$ cat config.mk
export PLATFORM = sky130hd
export DESIGN_NAME = mash_cic_decimator
export DESIGN_NICKNAME = d
export VERILOG_FILES = /design/src/rtl/cic_pkg.sv /design/src/rtl/cic_comb.sv /design/src/rtl/mash_cic_decimator.sv
export SDC_FILE = /design/constraint.sdc
export NUM_CORES = 1
export LEC_CHECK = 0
export ABC_AREA = 1
export BUFFER_PORTS_ARGS = -buffer_cell sky130_fd_sc_hd__buf_2
export CELL_PAD_IN_SITES_DETAIL_PLACEMENT = 1
export CELL_PAD_IN_SITES_GLOBAL_PLACEMENT = 2
export CORE_ASPECT_RATIO = 1.75
export CORE_MARGIN = 10
export CORE_UTILIZATION = 39
export CTS_BUF_LIST = sky130_fd_sc_hd__clkbuf_4 sky130_fd_sc_hd__clkbuf_8
export DETAILED_ROUTE_END_ITERATION = 12
export GPL_ROUTABILITY_DRIVEN = 0
export GPL_TIMING_DRIVEN = 0
export PLACE_DENSITY = 0.78
export SETUP_SLACK_MARGIN = 0.05
export SYNTH_ARGS = -nofsm -noshare
export SYNTH_HDL_FRONTEND = slang
export SYNTH_SLANG_ARGS = --single-unit
$ cat constraint.sdc
create_clock -name clk -period 4.59 [get_ports clk]
set_input_delay 0.2295 -clock clk [delete_from_list [all_inputs] [get_ports clk]]
set_output_delay 0.2295 -clock clk [all_outputs]
set_load 0.02 [all_outputs]
$ cat src/rtl/cic_pkg.sv
// Shared constants and helpers for the CIC decimator.
package cic_pkg;

    // Number of integrator/comb stages in the filter.
    localparam int unsigned CIC_ORDER = 3;

    // Width needed to hold the worst-case filter growth of CIC_ORDER * LOG2R bits.
    function automatic int unsigned cic_out_w(input int unsigned in_w, input int unsigned log2r);
        return in_w + CIC_ORDER * log2r;
    endfunction

endpackage

$ cat src/rtl/cic_comb.sv
// One CIC comb stage: dout = din - din_delayed. The delay updates only on en.
module cic_comb #(
    parameter int unsigned W = 16
) (
    input  logic         clk,
    input  logic         rst_n,
    input  logic         en,
    input  logic [W-1:0] din,
    output logic [W-1:0] dout
);

    logic [W-1:0] z_q;

    // Difference against the previous decimated input, modulo 2^W.
    assign dout = din - z_q;

    // Delay element, advanced once per decimated sample.
    always_ff @(posedge clk or negedge rst_n) begin
        if (!rst_n) begin
            z_q <= '0;
        end else if (en) begin
            z_q <= din;
        end
    end

endmodule

$ cat src/rtl/mash_cic_decimator.sv
// Third-order CIC decimator (sinc^3, R = 2^LOG2R) for a MASH 1-1-1 modulator word.
// Optional build macro CIC_OVF_EN adds a sticky overrun flag output 'ovf'.
module mash_cic_decimator
    import cic_pkg::*;
#(
    parameter  int unsigned LOG2R = 4,
    parameter  int unsigned IN_W  = 4,
    localparam int unsigned OUT_W = cic_out_w(IN_W, LOG2R)
) (
    input  logic                    clk,
    input  logic                    rst_n,
    input  logic                    in_valid,
    input  logic signed [IN_W-1:0]  in_f,
    output logic signed [OUT_W-1:0] out_data,
    output logic                    out_valid,
    input  logic                    out_ready
`ifdef CIC_OVF_EN
    ,
    output logic                    ovf
`endif
);

    logic [OUT_W-1:0] in_ext;
    logic [OUT_W-1:0] i1_q, i2_q, i3_q;
    logic [LOG2R-1:0] cnt_q;
    logic             dec_q;
    logic [OUT_W-1:0] c1, c2, c3;
    logic [OUT_W-1:0] out_data_q, out_data_d;
    logic             out_valid_q, out_valid_d;

    assign in_ext = {{(OUT_W - IN_W){in_f[IN_W-1]}}, in_f};

    // Pipelined integrators: each stage adds the previous stage's registered value.
    always_ff @(posedge clk or negedge rst_n) begin
        if (!rst_n) begin
            i1_q <= '0;
            i2_q <= '0;
            i3_q <= '0;
        end else if (in_valid) begin
            i1_q <= i1_q + in_ext;
            i2_q <= i2_q + i1_q;
            i3_q <= i3_q + i2_q;
        end
    end

    // Sample counter; the strobe fires after the last sample of each block of R.
    always_ff @(posedge clk or negedge rst_n) begin
        if (!rst_n) begin
            cnt_q <= '0;
            dec_q <= 1'b0;
        end else begin
            dec_q <= in_valid && (&cnt_q);
            if (in_valid) begin
                cnt_q <= cnt_q + LOG2R'(1);
            end
        end
    end

    cic_comb #(
        .W (OUT_W)
    ) u_comb1 (
        .clk   (clk),
        .rst_n (rst_n),
        .en    (dec_q),
        .din   (i3_q),
        .dout  (c1)
    );

    cic_comb #(
        .W (OUT_W)
    ) u_comb2 (
        .clk   (clk),
        .rst_n (rst_n),
        .en    (dec_q),
        .din   (c1),
        .dout  (c2)
    );

    cic_comb #(
        .W (OUT_W)
    ) u_comb3 (
        .clk   (clk),
        .rst_n (rst_n),
        .en    (dec_q),
        .din   (c2),
        .dout  (c3)
    );

    // Output holding register: a new result always wins over a handshake clear.
    always_comb begin
        out_data_d  = out_data_q;
        out_valid_d = out_valid_q;
        if (dec_q) begin
            out_data_d  = c3;
            out_valid_d = 1'b1;
        end else if (out_valid_q && out_ready) begin
            out_valid_d = 1'b0;
        end
    end

    // Output state registers.
    always_ff @(posedge clk or negedge rst_n) begin
        if (!rst_n) begin
            out_data_q  <= '0;
            out_valid_q <= 1'b0;
        end else begin
            out_data_q  <= out_data_d;
            out_valid_q <= out_valid_d;
        end
    end

    assign out_data  = out_data_q;
    assign out_valid = out_valid_q;

`ifdef CIC_OVF_EN
    logic overrun;
    logic ovf_q;

    // A result replaced before the consumer took it.
    assign overrun = dec_q && out_valid_q && !out_ready;

    // Sticky overrun flag, cleared only by reset.
    always_ff @(posedge clk or negedge rst_n) begin
        if (!rst_n) begin
            ovf_q <= 1'b0;
        end else if (overrun) begin
            ovf_q <= 1'b1;
        end
    end

    assign ovf = ovf_q;
`endif

endmodule
==> tab_implementation.tex <==
\begin{tabular}{lr}
\hline
Metric & Value \\
\hline
\multicolumn{2}{l}{\textbf{Drt}} \\
Initial DRC count & 204 \\
Top Metal Used & met4 \\
Iteration count of the initial detailed-routing pass & 5 \\
Average vias per placed instance & 5.149 \\
Remaining antenna violation count after routing & 0 \\
Routed metal-1 wire length & 8499 microns \\
DR DRC count & 0 \\
Total met3 wirelength after detailed routing & 578 microns \\
Count of vias placed by the detailed router & 7404 \\
Routed length on met2 & 15360 microns \\
Drt total wl & 24980 microns \\
Wire length per cell & 17.37 microns \\
\multicolumn{2}{l}{\textbf{Status}} \\
Run status & finished, final reports clean \\
\multicolumn{2}{l}{\textbf{Synthesis}} \\
Biggest area contributors in the synthesized netlist & sky130\_fd\_sc\_hd\_\_dfrtp\_1 35\%, sky130\_fd\_sc\_hd\_\_ha\_1 13\%, sky130\_fd\_sc\_hd\_\_nand2\_1 11\% \\
Area fraction of the dominant cell type after synthesis & 34.77\% \\
Synthesis warning total & 0 \\
Number of nets produced by synthesis & 1184 \\
Flip-flop and latch count after synthesis & 118 \\
Synth unique cells & 42 \\
Total standard cell area after synthesis & 8493 sq um \\
Number of synthesized flops with an enable pin & 0 \\
Cell type contributing the most total cell area after synthesis & sky130\_fd\_sc\_hd\_\_dfrtp\_1 \\
Post-synthesis area per instance & 7.871 sq um \\
Leading post-synthesis cells by instance count & 253 x sky130\_fd\_sc\_hd\_\_nand2\_1, 131 x sky130\_fd\_sc\_hd\_\_inv\_1, 118 x sky130\_fd\_sc\_hd\_\_dfrtp\_1 \\
Proportion of register bits with asynchronous set or reset after synthesis & 100.0\% \\
Sequential cell area fraction in the yosys report & 34.77\% \\
Library cell with the highest instance count after synthesis & sky130\_fd\_sc\_hd\_\_nand2\_1 \\
Synth Instances & 1079 \\
Leading register cell type out of synthesis & sky130\_fd\_sc\_hd\_\_dfrtp\_1 \\
\multicolumn{2}{l}{\textbf{STA}} \\
Maximum achievable frequency & 229.9 MHz \\
Total negative slack for setup checks & 0 ns \\
Setup WS post-layout & 0.2410 ns \\
Max-Slew Margin vs Limit & 45.92\% \\
Transition time of the tightest slew-check pin & 0.8112 ns \\
Post-route clock period utilization & 94.75\% \\
Endpoints failing setup & 0 \\
Min Clock Period, post-route & 4.349 ns \\
Count of final max-slew check failures & 0 \\
Hold Worst Slack & 0.07657 ns \\
RSZ-0062 raised after global routing & yes \\
Final hold violation count & 0 \\
Post-route clock skew & 0.01395 ns \\
\multicolumn{2}{l}{\textbf{Floorplanning}} \\
Number of top-level pins & 25 \\
Die Y & 215.2 microns \\
Placeable core region & 21500 sq um \\
Row count & 71 \\
Starting density of the core & 39.51\% \\
Total die area & 28310 sq um \\
Die span in x & 131.6 microns \\
\multicolumn{2}{l}{\textbf{Min path}} \\
Classification of the worst-slack hold path & input port to register \\
\multicolumn{2}{l}{\textbf{Clock tree}} \\
TritonCTS buffer count & 17 \\
Number of H-tree levels & 4 \\
Clock-pin slew on the worst setup and hold paths & 0.07 ns \\
Clock tree from TritonCTS & built \\
Clock sinks & 118 \\
Insertion delay of the later-clocked pin in the worst-skew pair & 0.49 ns \\
Cell at the root of the clock tree & sky130\_fd\_sc\_hd\_\_clkbuf\_8 \\
Number of buffers on the longest clock path & 2 \\
\multicolumn{2}{l}{\textbf{GRT}} \\
Pin count of the biggest net entering global routing & 78 \\
GRT Overall Usage & 18.16\% \\
GRT Residual Overflow & 0 \\
Wire length of the first global-routing pass & 40940 microns \\
Number of antenna violations at the first check in global routing & 0 \\
Via count of the first global-routing pass & 8166 \\
\multicolumn{2}{l}{\textbf{Placement}} \\
Port Buf Inserts & 23 \\
Sum of net half-perimeters after detailed placement & 19640 microns \\
Worst slack after detailed placement & -0.2628 ns \\
\multicolumn{2}{l}{\textbf{Setup path}} \\
Reg-to-reg setup timing slack & 0.24 ns \\
Data required time of the worst path & 4.97 ns \\
Type of origin of the critical path & register \\
WS Path Type & register to register \\
Worst Path Max Fanout & 5 \\
Worst Setup End Kind & register \\
Data arrival, critical path & 4.72 ns \\
\multicolumn{2}{l}{\textbf{Cells and area}} \\
Syn-to-layout area delta & 14.79\% \\
Share of cells above drive strength 1 & 11.87\% \\
Final-layout fill cell count & 2702 \\
Finished Core Util & 45.35\% \\
Inserted Diodes & 0 \\
Net total in the final layout & 1238 \\
\multicolumn{2}{l}{\textbf{Flow run}} \\
Number of violations of the max-capacitance limit & 0 \\
\hline
\end{tabular}
[state kept, by name, indices dropped and copies added, names as in the netlist]
name	cells
i3_q	16
dec_q	1
u_comb3.z_q	16
u_comb1.z_q	16
out_valid	1
i2_q	16
u_comb2.z_q	16
i1_q	16
cnt_q	4
out_data	16
[layout by cell type (no fill, tap or decap), drive strengths merged, types with 6 or more instances in the layout]
| cell | count |
|---|---|
| a31oi | 11 |
| o21ai | 135 |
| a211oi | 6 |
| o21bai | 11 |
| buf | 35 |
| inv | 132 |
| nand3 | 54 |
| a21oi | 79 |
| ha | 91 |
| xor2 | 36 |
| clkbuf | 45 |
| nand2 | 263 |
| fa | 6 |
| dfrtp | 118 |
| nor3 | 10 |
| xnor2 | 30 |
| a21o | 8 |
| nor2 | 44 |
[layer usage]
layer	vias to the layer above	track usage, %
met2	64	38.87
met5	-	0
met3	35	3.643
met1	3617	15.68
met4	0	5.994
li1	3688	-
[worst max-delay path, cell delays in order, from the launching register on]
cell and delay [ns]:
sky130_fd_sc_hd__dfrtp_1 0.42, sky130_fd_sc_hd__ha_4 0.19, sky130_fd_sc_hd__fa_2 0.39, sky130_fd_sc_hd__o21ai_4 0.21, sky130_fd_sc_hd__a21oi_2 0.08, sky130_fd_sc_hd__o21bai_1 0.16, sky130_fd_sc_hd__xor2_1 0.18, sky130_fd_sc_hd__inv_1 0.10
sky130_fd_sc_hd__ha_4 0.27, sky130_fd_sc_hd__a21o_1 0.16, sky130_fd_sc_hd__nor2_2 0.09, sky130_fd_sc_hd__nand2_2 0.10, sky130_fd_sc_hd__a21boi_2 0.18, sky130_fd_sc_hd__o21ai_2 0.12, sky130_fd_sc_hd__a21oi_2 0.20, sky130_fd_sc_hd__xor2_2 0.26
sky130_fd_sc_hd__ha_4 0.27, sky130_fd_sc_hd__nand2_4 0.07, sky130_fd_sc_hd__inv_2 0.04, sky130_fd_sc_hd__a221oi_2 0.24, sky130_fd_sc_hd__o211ai_1 0.23, sky130_fd_sc_hd__inv_1 0.09, sky130_fd_sc_hd__nand3_1 0.07, sky130_fd_sc_hd__nand3_1 0.07
sky130_fd_sc_hd__nand2_1 0.04
[final timing paths]
path	startpoint	depth (start not counted)	endpoint
max in group asynchronous	rst_n	3	u_comb2.z_q[13]$_DFFE_PN0P_
min in group asynchronous	rst_n	2	out_valid$_DFFE_PN0P_
worst min-delay path	in_f[0]	4	i1_q[0]$_DFFE_PN0P_
worst min register to register	out_data[1]$_DFFE_PN0P_	2	out_data[1]$_DFFE_PN0P_
worst max-delay path	u_comb1.z_q[0]$_DFFE_PN0P_	24	out_data[15]$_DFFE_PN0P_
worst max register to register	u_comb1.z_q[0]$_DFFE_PN0P_	24	out_data[15]$_DFFE_PN0P_
[cell type report]
type | instances | area (sq um) | share of cell area [%]
Buffer | 25 | 101.3 | 1.040
Clock buffer | 22 | 284.0 | 2.913
Clock inverter | 10 | 175.2 | 1.797
Inverter | 132 | 495.5 | 5.082
Multi-Input combinational cell | 804 | 5139 | 52.71
Sequential cell | 118 | 2953 | 30.29
Tap cell | 292 | 365.4 | 3.747
Timing Repair Buffer | 35 | 236.5 | 2.426
[timing repair]
action | in CTS | in global routing
resized for setup | 8 | 31
setup buffers | 2 | 7
pin swaps | 4 | 23
endpoints found under the hold margin | 42 | 0
hold buffers | 2 | 0
setup endpoints to repair | 3 | 5
[per-stage QoR]
stage / instance area (sq um) / std cells
global route: 9749 / 1438
global placement: 8974 / 1394
detailed placement: 9007 / 1395
finish: 9749 / 1438
CTS: 9538 / 1431
floorplan: 8493 / 1079
[cells by family after synthesis]
kind of cell,after synthesis,share of synthesized area [%]
compound gates,264,17.59
xor+xnor,66,6.895
fa+ha+maj,97,14.82
buf+inv,157,7.027
flops,118,34.77
simple gates,377,18.90
Power is not shown: default switching activity piles up to over one toggle a cycle in this logic, so the estimate is an artifact.
